==> config.mk <==
export PLATFORM = sky130hd
export DESIGN_NAME = oled_spi_sink_flat
export DESIGN_NICKNAME = d
export VERILOG_FILES = /design/src/rtl/oled_pkg.sv /design/src/rtl/oled_spi_sink_if.sv /design/src/rtl/oled_spi_shift.sv /design/src/rtl/oled_spi_sink.sv /design/src/flat_wrapper.sv
export SDC_FILE = /design/constraint.sdc
export NUM_CORES = 1
export LEC_CHECK = 0
export CORE_ASPECT_RATIO = 1.75
export CORE_MARGIN = 5
export CORE_UTILIZATION = 49
export CTS_CLUSTER_DIAMETER = 40
export DETAILED_ROUTE_END_ITERATION = 8
export PLACE_DENSITY = 0.75
export SLEW_MARGIN = 20
export SYNTH_ARGS = -nofsm -noshare
export SYNTH_HDL_FRONTEND = slang
export SYNTH_SLANG_ARGS = --single-unit
==> constraint.sdc <==
create_clock -name clk -period 1.39 [get_ports clk]
set_input_delay 0.3475 -clock clk [delete_from_list [all_inputs] [get_ports clk]]
set_output_delay 0.3475 -clock clk [all_outputs]
set_load 0.005 [all_outputs]
==> src/rtl/oled_pkg.sv <==
// oled_pkg: opcode constants, pointer widths and decoder state type for the OLED SPI sink.
// Latency: n/a (types and constants only).
// Backpressure: n/a.
package oled_pkg;

   localparam int PAGE_W = 3;   // page field of the B0-B7 opcode
   localparam int COL_W  = 7;   // 128 columns

   localparam logic [7:0] OP_PAGE_BASE = 8'hB0;
   localparam logic [7:0] OP_COL_LO    = 8'h00;
   localparam logic [7:0] OP_COL_HI    = 8'h10;
   localparam logic [7:0] OP_CONTRAST  = 8'h81;
   localparam logic [7:0] OP_DISP_OFF  = 8'hAE;
   localparam logic [7:0] OP_DISP_ON   = 8'hAF;
   localparam logic [7:0] CONTRAST_RST = 8'h7F;

   typedef enum logic {
      DEC_CMD = 1'b0,
      DEC_ARG = 1'b1
   } dec_state_t;

   // Opcodes that are followed by exactly one argument byte.
   function automatic logic takes_arg(input logic [7:0] op);
      case (op)
         8'h81, 8'hA8, 8'hD3, 8'hD5, 8'hD9, 8'hDA, 8'hDB, 8'h8D: takes_arg = 1'b1;
         default:                                                takes_arg = 1'b0;
      endcase
   endfunction

endpackage

==> src/rtl/oled_spi_sink_if.sv <==
// oled_spi_sink_if: 4-wire write-only OLED SPI bus (chip select, serial clock, D/C, data).
// Latency: n/a (wires only).
// Backpressure: none; the bus is driven unconditionally by the master.
// Ports: oled_csn (active low), oled_clk (rising-edge sampled), oled_dcn (1=data), oled_dat (MSB first).
interface oled_spi_sink_if;
   logic oled_csn;
   logic oled_clk;
   logic oled_dcn;
   logic oled_dat;

   modport master (output oled_csn, output oled_clk, output oled_dcn, output oled_dat);
   modport slave  (input  oled_csn, input  oled_clk, input  oled_dcn, input  oled_dat);
endinterface

==> src/rtl/oled_spi_shift.sv <==
// oled_spi_shift: synchronizes the SPI pins, detects serial clock rises and assembles bytes.
// Latency: byte_valid is registered, SYNC_STAGES+1 clk after the 8th raw clock high reaches the pins.
// Backpressure: none; every completed byte is presented for exactly one cycle.
// Ports: clk/rst; raw csn/sclk/dcn/dat in; byte_valid, byte_data, byte_dc, frame_err out.
module oled_spi_shift #(
   parameter int SYNC_STAGES = 2
) (
   input  logic       clk,
   input  logic       rst,
   input  logic       csn_in,
   input  logic       sclk_in,
   input  logic       dcn_in,
   input  logic       dat_in,
   output logic       byte_valid,
   output logic [7:0] byte_data,
   output logic       byte_dc,
   output logic       frame_err
);

   logic [SYNC_STAGES-1:0] csn_sync, sclk_sync, dcn_sync, dat_sync;
   logic       csn_s, sclk_s, dcn_s, dat_s;
   logic       sclk_prev;
   logic       rise;
   logic [2:0] bit_cnt;
   logic [7:0] shreg;
   logic [7:0] shreg_nxt;

   assign csn_s     = csn_sync[SYNC_STAGES-1];
   assign sclk_s    = sclk_sync[SYNC_STAGES-1];
   assign dcn_s     = dcn_sync[SYNC_STAGES-1];
   assign dat_s     = dat_sync[SYNC_STAGES-1];
   assign rise      = sclk_s & ~sclk_prev;
   assign shreg_nxt = {shreg[6:0], dat_s};

   // All four pins go through the same depth so they stay mutually aligned.
   // Reset parks the bus as idle (deselected, clock low).
   always_ff @(posedge clk) begin
      if (rst) begin
         csn_sync  <= '1;
         sclk_sync <= '0;
         dcn_sync  <= '0;
         dat_sync  <= '0;
      end else begin
         csn_sync[0]  <= csn_in;
         sclk_sync[0] <= sclk_in;
         dcn_sync[0]  <= dcn_in;
         dat_sync[0]  <= dat_in;
         for (int i = 1; i < SYNC_STAGES; i++) begin
            csn_sync[i]  <= csn_sync[i-1];
            sclk_sync[i] <= sclk_sync[i-1];
            dcn_sync[i]  <= dcn_sync[i-1];
            dat_sync[i]  <= dat_sync[i-1];
         end
      end
   end

   always_ff @(posedge clk) begin
      if (rst) begin
         sclk_prev  <= 1'b0;
         bit_cnt    <= '0;
         shreg      <= '0;
         byte_valid <= 1'b0;
         byte_data  <= '0;
         byte_dc    <= 1'b0;
         frame_err  <= 1'b0;
      end else begin
         sclk_prev  <= sclk_s;
         byte_valid <= 1'b0;
         frame_err  <= 1'b0;
         // An 8th edge coinciding with CSN rising still completes the byte.
         if (rise && (!csn_s || bit_cnt == 3'd7)) begin
            shreg   <= shreg_nxt;
            bit_cnt <= bit_cnt + 3'd1;   // 7 -> 0 wraps on completion
            if (bit_cnt == 3'd7) begin
               byte_valid <= 1'b1;
               byte_data  <= shreg_nxt;
               byte_dc    <= dcn_s;
            end
         end else if (csn_s) begin
            bit_cnt <= '0;
            if (bit_cnt != 3'd0) frame_err <= 1'b1;
         end
      end
   end

endmodule

==> src/rtl/oled_spi_sink.sv <==
// oled_spi_sink: SSD1306-style command/data decoder mirroring the OLED serial link into frame-buffer writes.
// Latency: strobes are registered, SYNC_STAGES+2 clk after the 8th raw oled_clk high; frame_err SYNC_STAGES+1 after CSN rise.
// Backpressure: none; a byte every 16 clk or faster is accepted without stalls.
// Ports: clk/rst; spi (slave bus); fb_we/fb_addr/fb_wdata writes; cmd_valid/cmd_byte; disp_on, contrast; frame_err, oob_err.
module oled_spi_sink
   import oled_pkg::*;
#(
   parameter int PAGES       = 4,
   parameter int COLS        = 128,
   parameter int SYNC_STAGES = 2
) (
   input  logic           clk,
   input  logic           rst,
   oled_spi_sink_if.slave spi,
   output logic           fb_we,
   output logic [8:0]     fb_addr,
   output logic [7:0]     fb_wdata,
   output logic           cmd_valid,
   output logic [7:0]     cmd_byte,
   output logic           disp_on,
   output logic [7:0]     contrast,
   output logic           frame_err,
   output logic           oob_err
);

   localparam logic [PAGE_W:0]  PAGE_LIM = (PAGE_W + 1)'(PAGES);
   localparam logic [COL_W-1:0] COL_LAST = COL_W'(COLS - 1);
   localparam logic [COL_W-1:0] COL_ONE  = COL_W'(1);

   logic       byte_valid, byte_dc;
   logic [7:0] byte_data;

   oled_spi_shift #(.SYNC_STAGES(SYNC_STAGES)) u_shift (
      .clk        (clk),
      .rst        (rst),
      .csn_in     (spi.oled_csn),
      .sclk_in    (spi.oled_clk),
      .dcn_in     (spi.oled_dcn),
      .dat_in     (spi.oled_dat),
      .byte_valid (byte_valid),
      .byte_data  (byte_data),
      .byte_dc    (byte_dc),
      .frame_err  (frame_err)
   );

   dec_state_t        state, state_nxt;
   logic [PAGE_W-1:0] page, page_d;
   logic [COL_W-1:0]  col, col_d;
   logic [7:0]        arg_op, arg_op_d;
   logic              we_d, oob_d, cv_d, disp_d;
   logic [8:0]        addr_d;
   logic [7:0]        wdata_d, cbyte_d, contrast_d;

   always_ff @(posedge clk) begin
      if (rst) state <= DEC_CMD;
      else     state <= state_nxt;
   end

   // Data bytes always abandon a pending argument.
   always_comb begin
      state_nxt = state;
      if (byte_valid) begin
         if (byte_dc || state == DEC_ARG) state_nxt = DEC_CMD;
         else if (takes_arg(byte_data))   state_nxt = DEC_ARG;
      end
   end

   always_comb begin
      page_d     = page;
      col_d      = col;
      arg_op_d   = arg_op;
      disp_d     = disp_on;
      contrast_d = contrast;
      we_d       = 1'b0;
      oob_d      = 1'b0;
      cv_d       = 1'b0;
      addr_d     = fb_addr;
      wdata_d    = fb_wdata;
      cbyte_d    = cmd_byte;
      if (byte_valid) begin
         if (byte_dc) begin
            if ({1'b0, page} < PAGE_LIM) begin
               we_d    = 1'b1;
               addr_d  = {page[1:0], col};
               wdata_d = byte_data;
            end else begin
               oob_d = 1'b1;
            end
            // Column advances even on an out-of-range page, page never does.
            col_d = (col == COL_LAST) ? '0 : col + COL_ONE;
         end else begin
            cv_d    = 1'b1;
            cbyte_d = byte_data;
            if (state == DEC_ARG) begin
               if (arg_op == OP_CONTRAST) contrast_d = byte_data;
            end else begin
               if (byte_data[7:3] == OP_PAGE_BASE[7:3])    page_d     = byte_data[2:0];
               else if (byte_data[7:4] == OP_COL_LO[7:4])  col_d[3:0] = byte_data[3:0];
               else if (byte_data[7:4] == OP_COL_HI[7:4])  col_d[6:4] = byte_data[2:0];
               else if (byte_data == OP_DISP_OFF)          disp_d     = 1'b0;
               else if (byte_data == OP_DISP_ON)           disp_d     = 1'b1;
               if (takes_arg(byte_data)) arg_op_d = byte_data;
            end
         end
      end
   end

   always_ff @(posedge clk) begin
      if (rst) begin
         page      <= '0;
         col       <= '0;
         arg_op    <= '0;
         disp_on   <= 1'b0;
         contrast  <= CONTRAST_RST;
         fb_we     <= 1'b0;
         oob_err   <= 1'b0;
         cmd_valid <= 1'b0;
         fb_addr   <= '0;
         fb_wdata  <= '0;
         cmd_byte  <= '0;
      end else begin
         page      <= page_d;
         col       <= col_d;
         arg_op    <= arg_op_d;
         disp_on   <= disp_d;
         contrast  <= contrast_d;
         fb_we     <= we_d;
         oob_err   <= oob_d;
         cmd_valid <= cv_d;
         fb_addr   <= addr_d;
         fb_wdata  <= wdata_d;
         cmd_byte  <= cbyte_d;
      end
   end

endmodule

==> src/flat_wrapper.sv <==
// flat-port wrapper written by rule: the top's interface ports become plain ports
module oled_spi_sink_flat import oled_pkg::*;
#(
   parameter int PAGES       = 4,
   parameter int COLS        = 128,
   parameter int SYNC_STAGES = 2
)
  (clk, rst, fb_we, fb_addr, fb_wdata, cmd_valid, cmd_byte, disp_on, contrast, frame_err, oob_err, spi_oled_csn, spi_oled_clk, spi_oled_dcn, spi_oled_dat);
  oled_spi_sink_if spi_i ();
  input  logic clk;
  input  logic rst;
  output logic fb_we;
  output logic [8:0] fb_addr;
  output logic [7:0] fb_wdata;
  output logic cmd_valid;
  output logic [7:0] cmd_byte;
  output logic disp_on;
  output logic [7:0] contrast;
  output logic frame_err;
  output logic oob_err;
  input wire logic [$bits(spi_i.oled_csn)-1:0] spi_oled_csn;
  input wire logic [$bits(spi_i.oled_clk)-1:0] spi_oled_clk;
  input wire logic [$bits(spi_i.oled_dcn)-1:0] spi_oled_dcn;
  input wire logic [$bits(spi_i.oled_dat)-1:0] spi_oled_dat;
  assign spi_i.oled_csn = spi_oled_csn;
  assign spi_i.oled_clk = spi_oled_clk;
  assign spi_i.oled_dcn = spi_oled_dcn;
  assign spi_i.oled_dat = spi_oled_dat;
  oled_spi_sink #(.PAGES(PAGES), .COLS(COLS), .SYNC_STAGES(SYNC_STAGES)) u_core (.clk(clk), .rst(rst), .spi(spi_i), .fb_we(fb_we), .fb_addr(fb_addr), .fb_wdata(fb_wdata), .cmd_valid(cmd_valid), .cmd_byte(cmd_byte), .disp_on(disp_on), .contrast(contrast), .frame_err(frame_err), .oob_err(oob_err));
endmodule
==> results of run 1 <==
## worst max-delay path: cells and delay by family (launching register included)
family	cells	cell delay (ns)
AOI/OAI and AO/OA	3	0.70
DFF	1	0.35
and+or+nand+nor	1	0.21
buffers and inverters	1	0.15
## per-layer routing
layer / GRT usage [%] / vias to the layer above / wire (µm)
met5: 0 / - / 0
met4: 12.8 / 0 / 270
met3: 4.18 / 25 / 403
met2: 36.7 / 74 / 5130
met1: 20.1 / 1500 / 3180
li1: - / 1521 / -
## per-stage QoR
step	utilization [%]	setup slack [ns]	std cells	area, µm²
floorplan	-	-0.0663	396	3570
CTS	66.1	-0.0974	568	4720
detailed placement	60.9	-0.157	548	4350
global route	68.7	-0.187	574	4900
finish	68.7	-0.120	574	4900
global placement	60.9	-0.0777	548	4350
## how the worst min path moves through the flow
stage | slack (ns) | from | to
finish | 0.41 | u_core.u_shift.csn_sync[0]$_SDFF_PP1_ | u_core.u_shift.csn_sync[1]$_SDFF_PP1_
global route | 0.42 | u_core.u_shift.csn_sync[0]$_SDFF_PP1_ | u_core.u_shift.csn_sync[1]$_SDFF_PP1_
global placement | 0.40 | u_core.u_shift.csn_sync[0]$_SDFF_PP1_ | u_core.u_shift.csn_sync[1]$_SDFF_PP1_
detailed placement | 0.40 | u_core.u_shift.csn_sync[0]$_SDFF_PP1_ | u_core.u_shift.csn_sync[1]$_SDFF_PP1_
floorplan | 0.39 | u_core.u_shift.csn_sync[0]$_SDFF_PP1_ | u_core.u_shift.csn_sync[1]$_SDFF_PP1_
CTS | 0.42 | u_core.u_shift.csn_sync[0]$_SDFF_PP1_ | u_core.u_shift.csn_sync[1]$_SDFF_PP1_
## where the power goes
| part | internal [mW] | switching (mW) | total [mW] | leakage (nW) |
|---|---|---|---|---|
| Sequential | 2.47 | 0.00488 | 2.47 | 0.701 |
| Combinational | 0.0356 | 0.0569 | 0.0924 | 1.21 |
| Clock | 1.29 | 0.923 | 2.21 | 0.137 |
## state kept, by name, summed over array words and instances (netlist names)
| name | flops |
|---|---|
| u_core.arg_op | 8 |
| u_core.cmd_byte | 8 |
| u_core.cmd_valid | 1 |
| u_core.col | 7 |
| u_core.contrast | 8 |
| u_core.disp_on | 1 |
| u_core.fb_addr | 9 |
| u_core.fb_wdata | 8 |
| u_core.fb_we | 1 |
| u_core.oob_err | 1 |
| u_core.page | 3 |
| u_core.state | 1 |
| u_core.u_shift.bit_cnt | 3 |
| u_core.u_shift.byte_data | 8 |
| u_core.u_shift.byte_dc | 1 |
| u_core.u_shift.byte_valid | 1 |
| u_core.u_shift.csn_sync | 2 |
| u_core.u_shift.dat_sync | 2 |
| u_core.u_shift.dcn_sync | 2 |
| u_core.u_shift.frame_err | 1 |
| u_core.u_shift.sclk_prev | 1 |
| u_core.u_shift.sclk_sync | 2 |
| u_core.u_shift.shreg | 7 |
## cell type report
class | instances | area (µm²) | area share [%]
Multi-Input combinational cell | 272 | 1800 | 36.7
Sequential cell | 86 | 1750 | 35.7
Timing Repair Buffer | 108 | 941 | 19.2
Clock buffer | 11 | 253 | 5.16
Tap cell | 86 | 108 | 2.20
Inverter | 7 | 31.3 | 0.638
Clock inverter | 4 | 22.5 | 0.460
## kinds of logic (layout without fill, tap and decap cells)
group                      after synthesis  in the layout  synth area share, %
DFF                                     86             86                 48.7
and+or+nand+nor                        172            172                 23.2
xor gates and xnor gates                 1              1                0.248
buffers and inverters                   38            130                 6.12
AOI/OAI and AO/OA                       64             64                 11.4
muxes                                   31             31                 8.92
adders and majority gates                4              4                 1.42
## placed cells by master (no fill, tap or decap), types with 2 or more instances in the layout
cell type        count
a22oi_1              2
and2_1               2
dfxtp_4              4
dfxtp_1             73
dlygate4sd2_1       38
buf_4               48
buf_12               2
clkinv_2             3
buf_2                2
clkbuf_16            9
nand3_2              2
nand4_1              3
nor3_1               3
mux2i_1             30
nand3_1             12
inv_2                2
and3_1               3
ha_4                 3
buf_6               14
inv_1                4
clkdlybuf4s50_1      4
nor2b_1              9
nor3b_1              2
a21oi_2              2
nand2_1             88
o2111a_1             2
o21ai_0              2
clkbuf_8             2
or2_2                2
a21oi_1             39
dfxtp_2              9
nor2_1              25
o21a_1               2
## timing repair
action / 4_1_cts / 5_1_grt
setup endpoints to repair: 66 / 52
gates resized for setup: 67 / 33
setup buffers: 5 / 6
gates cloned: 0 / 1
hold buffers: 0 / 0
pin swaps: 9 / 14
==> results.cfg, run 1 <==
[clock_tree]
h-tree-depth = 3
numClockSinks = 86
cts_max_path_buffers = 2
cts_tree = done
path_clk_slew_ns = 0.06
worstSkewPairLatency_ns = 0.34
numCtsBuffers = 9
cts_root_buf = clkbuf_16

[die]
dieArea_um2 = 9080
die_h_um = 122
initial_core_util_pct = 49.6
fp-row-count = 41
fp.coreArea_um2 = 7130
die_w_um = 74.2
boundaryPins = 44

[worst_setup_path]
reg2reg_depth = 5
required_ns = 1.62
crit_start = u_core.u_shift.byte_data[6]$_SDFFE_PP0P_
r2r_end = u_core.arg_op[7]$_SDFFE_PP0P_
crit_path_end = u_core.arg_op[7]$_SDFFE_PP0P_
startpoint_type = flop
worst_setup_path_end_kind = flop
rrSetupSlack_ns = -0.12
crit_type = flop to flop
r2r-start = u_core.u_shift.byte_data[6]$_SDFFE_PP0P_
crit_chain = buf_4 -> and4b_2 -> a31o_4 -> a22o_4 -> o21a_1
cp_max_fo = 7
cp_slowest_cell = dfxtp_4
arrival_ns = 1.74
max_stage_delay_ns = 0.35

[final_layout]
drive_gt1_share_pct = 27.9
fill_cells = 529
nNetsFinal = 494
n_antenna_cell = 0
area_delta_synth_final_pct = 38.6

[yosys]
syn_area_um2 = 3540
synthTopCellsByCount = nand2_1 (89), dfxtp_1 (86), a21oi_1 (41), mux2i_1 (30), nor2_1 (27)
synth_edf_count = 0
synth_top_area_share_pct = 48.7
synth-seq-cells = 86
ys_types = 52
yosys.area.top_type = dfxtp_1
synth_seq_area_share_pct = 48.7
syn_area_per_cell_um2 = 8.93
ys_async_sr_fraction_pct = 0
synth_ff_type = dfxtp_1
syn_nets = 406
synth_area_leaders = dfxtp_1 (49%), nand2_1 (9.4%), mux2i_1 (8.5%)
yosys_warnings = 0
synth.most_common_cell = nand2_1
synthCells = 396

[timing]
holdWs_ns = 0.414
setup_viol = 14
timing.setup.tns_ns = -0.833
final-max-slew-violation-count = 0
fin_crit_ns = 1.51
slew_headroom_pct = 79.3
clock.fmax_ghz = 0.662
skew_ns = 0.00832
post-route-period-util_pct = 109
hold_viol = 0
rsz0062_at_grt = true
tightestPinTransition_ns = 0.310
setup_ws_ns = -0.120

[global_routing]
antenna_found_initial = 0
grt_usage_pct = 20.2
grt_max_degree = 44
grt_pass1_wl_mm = 14.0
grt_pass1_vias = 3051
grt_overflow_total = 0

[route]
ant_nets = 0
routed_wl_mm = 8.99
drtIter0Drc = 225
first_pass_iters = 4
vias_per_cell = 5.44
vias = 3120
drc = 0
drt-wirelength-per-cell_um = 15.7

[placed_design]
io_buffers = 43
gp_congestion = 0.882
dp_hpwl_mm = 5.95

[outcome]
violations = setup timing
status = complete, but fails checks

[power_and_ir_drop]
power.total_mw = 4.78
p_leak_nw = 2.05
vdd_drop_max_v = 0.00101
power.density_nw_per_um2 = 975

[hold_path]
min_path_type = flop to flop
worstHoldPathCells = 1

[job]
max_cap_violations = 0
(Power assumes the default switching activity.)
==> run 2, diff against run 1 <==
--- a/config.mk
+++ b/config.mk
@@ -7,11 +7,12 @@
 export LEC_CHECK = 0
 export CORE_ASPECT_RATIO = 1.75
 export CORE_MARGIN = 5
-export CORE_UTILIZATION = 49
+export CORE_UTILIZATION = 55
 export CTS_CLUSTER_DIAMETER = 40
 export DETAILED_ROUTE_END_ITERATION = 8
-export PLACE_DENSITY = 0.75
+export PLACE_DENSITY = 0.79
 export SLEW_MARGIN = 20
 export SYNTH_ARGS = -nofsm -noshare
 export SYNTH_HDL_FRONTEND = slang
 export SYNTH_SLANG_ARGS = --single-unit
+export TNS_END_PERCENT = 30
==> constraint.sdc (replaced) <==
create_clock -name clk -period 1.71 [get_ports clk]
set_input_delay 0.4275 -clock clk [delete_from_list [all_inputs] [get_ports clk]]
set_output_delay 0.4275 -clock clk [all_outputs]
set_load 0.005 [all_outputs]
==> run 2 against run 1 <==
Compared with the run above: the run now ends clean; total power is 29% lower; final cell count decreased by 8.5%; via count decreased by 9.3%; worst hold slack worse by 0.036 ns; sequential power is 19% lower; core utilization shrank 0.86 points; routed wire length fell by 13%; critical path type is now flop to output pin; largest power group unchanged.
==> results.cfg, run 2 (synthesis results as in run 1) <==
[worst_setup_path]
cp_num_buf_inv = 1
r2r-start = u_core.u_shift.byte_data[6]$_SDFFE_PP0P_
worst_setup_path_end_kind = output pin
r2r_end = u_core.arg_op[7]$_SDFFE_PP0P_
crit_path_end = fb_wdata[1]
crit_start = u_core.fb_wdata[1]$_SDFFE_PP0P_
max_stage_delay_ns = 0.51
startpoint_type = flop
crit_type = flop to output pin
arrival_ns = 1.22
path_delay_family = buffers and inverters
rrSetupSlack_ns = 0.07
cp_slowest_cell = clkdlybuf4s50_1
required_ns = 1.28
crit_chain = clkdlybuf4s50_1
reg2reg_depth = 4
path_depth = 1
cp_max_fo = 2

[timing]
setup_ws_ns = 0.0672
fin_crit_ns = 1.64
slew_headroom_pct = 71.7
skew_ns = 0.00706
tightestPinTransition_ns = 0.424
hold_viol = 0
final-max-slew-violation-count = 0
post-route-period-util_pct = 96.1
rsz0062_at_grt = true
clock.fmax_ghz = 0.609
setup_viol = 0

[global_routing]
grt_overflow_total = 0
grt_max_degree = 42
grt_usage_pct = 19.7
grt_pass1_vias = 2741
grt_pass1_wl_mm = 12.7
antenna_found_initial = 0

[power_and_ir_drop]
power.density_nw_per_um2 = 805
p_leak_nw = 1.59
power.total_mw = 3.40
vdd_drop_max_v = 0.000758

[placed_design]
dp_slack_ns = 0.0564
gp_congestion = 0.854
dp_hpwl_mm = 5.65
io_buffers = 43
dp.cells = 509

[final_layout]
fin_cells = 525
nNetsFinal = 450
area_delta_synth_final_pct = 19.5
layout_common_cells = nand2_1 (89), dfxtp_1 (85), clkdlybuf4s50_1 (42)
regMostFlops = u_core.fb_addr
n_antenna_cell = 0
drive_gt1_share_pct = 12.8
fill_cells = 533
layout_commonest_cell = nand2_1
largest_reg_flops = 9

[die]
die_w_um = 70.6
initial_core_util_pct = 56.8
fp.coreArea_um2 = 6230
die_h_um = 116
fp-row-count = 38
dieArea_um2 = 8200
boundaryPins = 44

[hold_path]
min_path_type = primary input to flop

[clock_tree]
h-tree-depth = 3
numClockSinks = 86
cts_root_buf = clkbuf_8
worstSkewPairLatency_ns = 0.35
numCtsBuffers = 9
cts_max_path_buffers = 2
cts_tree = done
path_clk_slew_ns = 0.08

[route]
routed_wl_mm = 7.82
ant_nets = 0
first_pass_iters = 4
drc = 0
drtIter0Drc = 180
vias = 2829
drt-wirelength-per-cell_um = 14.9
vias_per_cell = 5.39

[job]
max_cap_violations = 0

[outcome]
status = finished clean
-- run 2: cell types whose count changed in the layout (fill, tap and decap cells not counted), sizes merged --
| cell | before | now |
|---|---|---|
| dlygate4sd2 | 38 | 0 |
| buf | 66 | 22 |
| clkdlybuf4s50 | 4 | 42 |
| clkbuf | 11 | 13 |
| clkinv | 3 | 2 |
-- run 2: what timing repair did --
| item | in CTS | in global routing |
|---|---|---|
| hold buffers | 0 | 0 |
| resized for setup | 0 | 3 |
| setup endpoints to repair | 0 | 12 |
| setup buffers | 0 | 0 |
-- run 2: layout make-up --
class	instances	area (µm²)	area share, %
flip-flops and latches	86	1720	40.8
multi-input cells	272	1600	37.9
repair buffers	64	583	13.8
clock buffers	13	169	4.00
well taps	80	100	2.37
inverters	7	31.3	0.740
clock inverters	3	17.5	0.414
-- run 2: per-layer routing --
layer / wire (µm) / vias to the layer above / GRT usage (%)
li1: - / 1426 / -
met1: 3050 / 1334 / 20.5
met2: 4290 / 48 / 36.6
met3: 190 / 21 / 2.34
met4: 283 / 0 / 13.0
met5: 0 / - / 0
-- run 2: how the worst min path moves through the flow --
stage | startpoint | to | slack (ns) | cells after the start
after global placement | u_core.u_shift.csn_sync[0]$_SDFF_PP1_ | u_core.u_shift.csn_sync[1]$_SDFF_PP1_ | 0.40 | 1
after floorplan | u_core.u_shift.csn_sync[0]$_SDFF_PP1_ | u_core.u_shift.csn_sync[1]$_SDFF_PP1_ | 0.39 | 1
after global routing | rst | u_core.col[2]$_SDFFE_PP0P_ | 0.39 | 2
after CTS | rst | u_core.col[2]$_SDFFE_PP0P_ | 0.36 | 2
after detailed placement | u_core.u_shift.csn_sync[0]$_SDFF_PP1_ | u_core.u_shift.csn_sync[1]$_SDFF_PP1_ | 0.41 | 1
final | rst | u_core.col[2]$_SDFFE_PP0P_ | 0.38 | 2
-- run 2: per-stage QoR --
stage                     setup TNS, ns  util [%]  area (µm²)  hold slack [ns]
after floorplan                       0         -        3540            0.389
after global placement                0      64.8        4030            0.403
after detailed placement              0      64.8        4030            0.405
after CTS                             0      67.8        4220            0.357
after global routing            -0.0123      67.9        4230            0.392
final                                 0      67.9        4230            0.378
-- run 2: report_power, final --
part	switching, mW	total [mW]	internal, mW
registers	0.00378	2.01	2.01
clock network	0.678	1.32	0.643
logic	0.0440	0.0676	0.0235
total	0.726	3.40	2.68
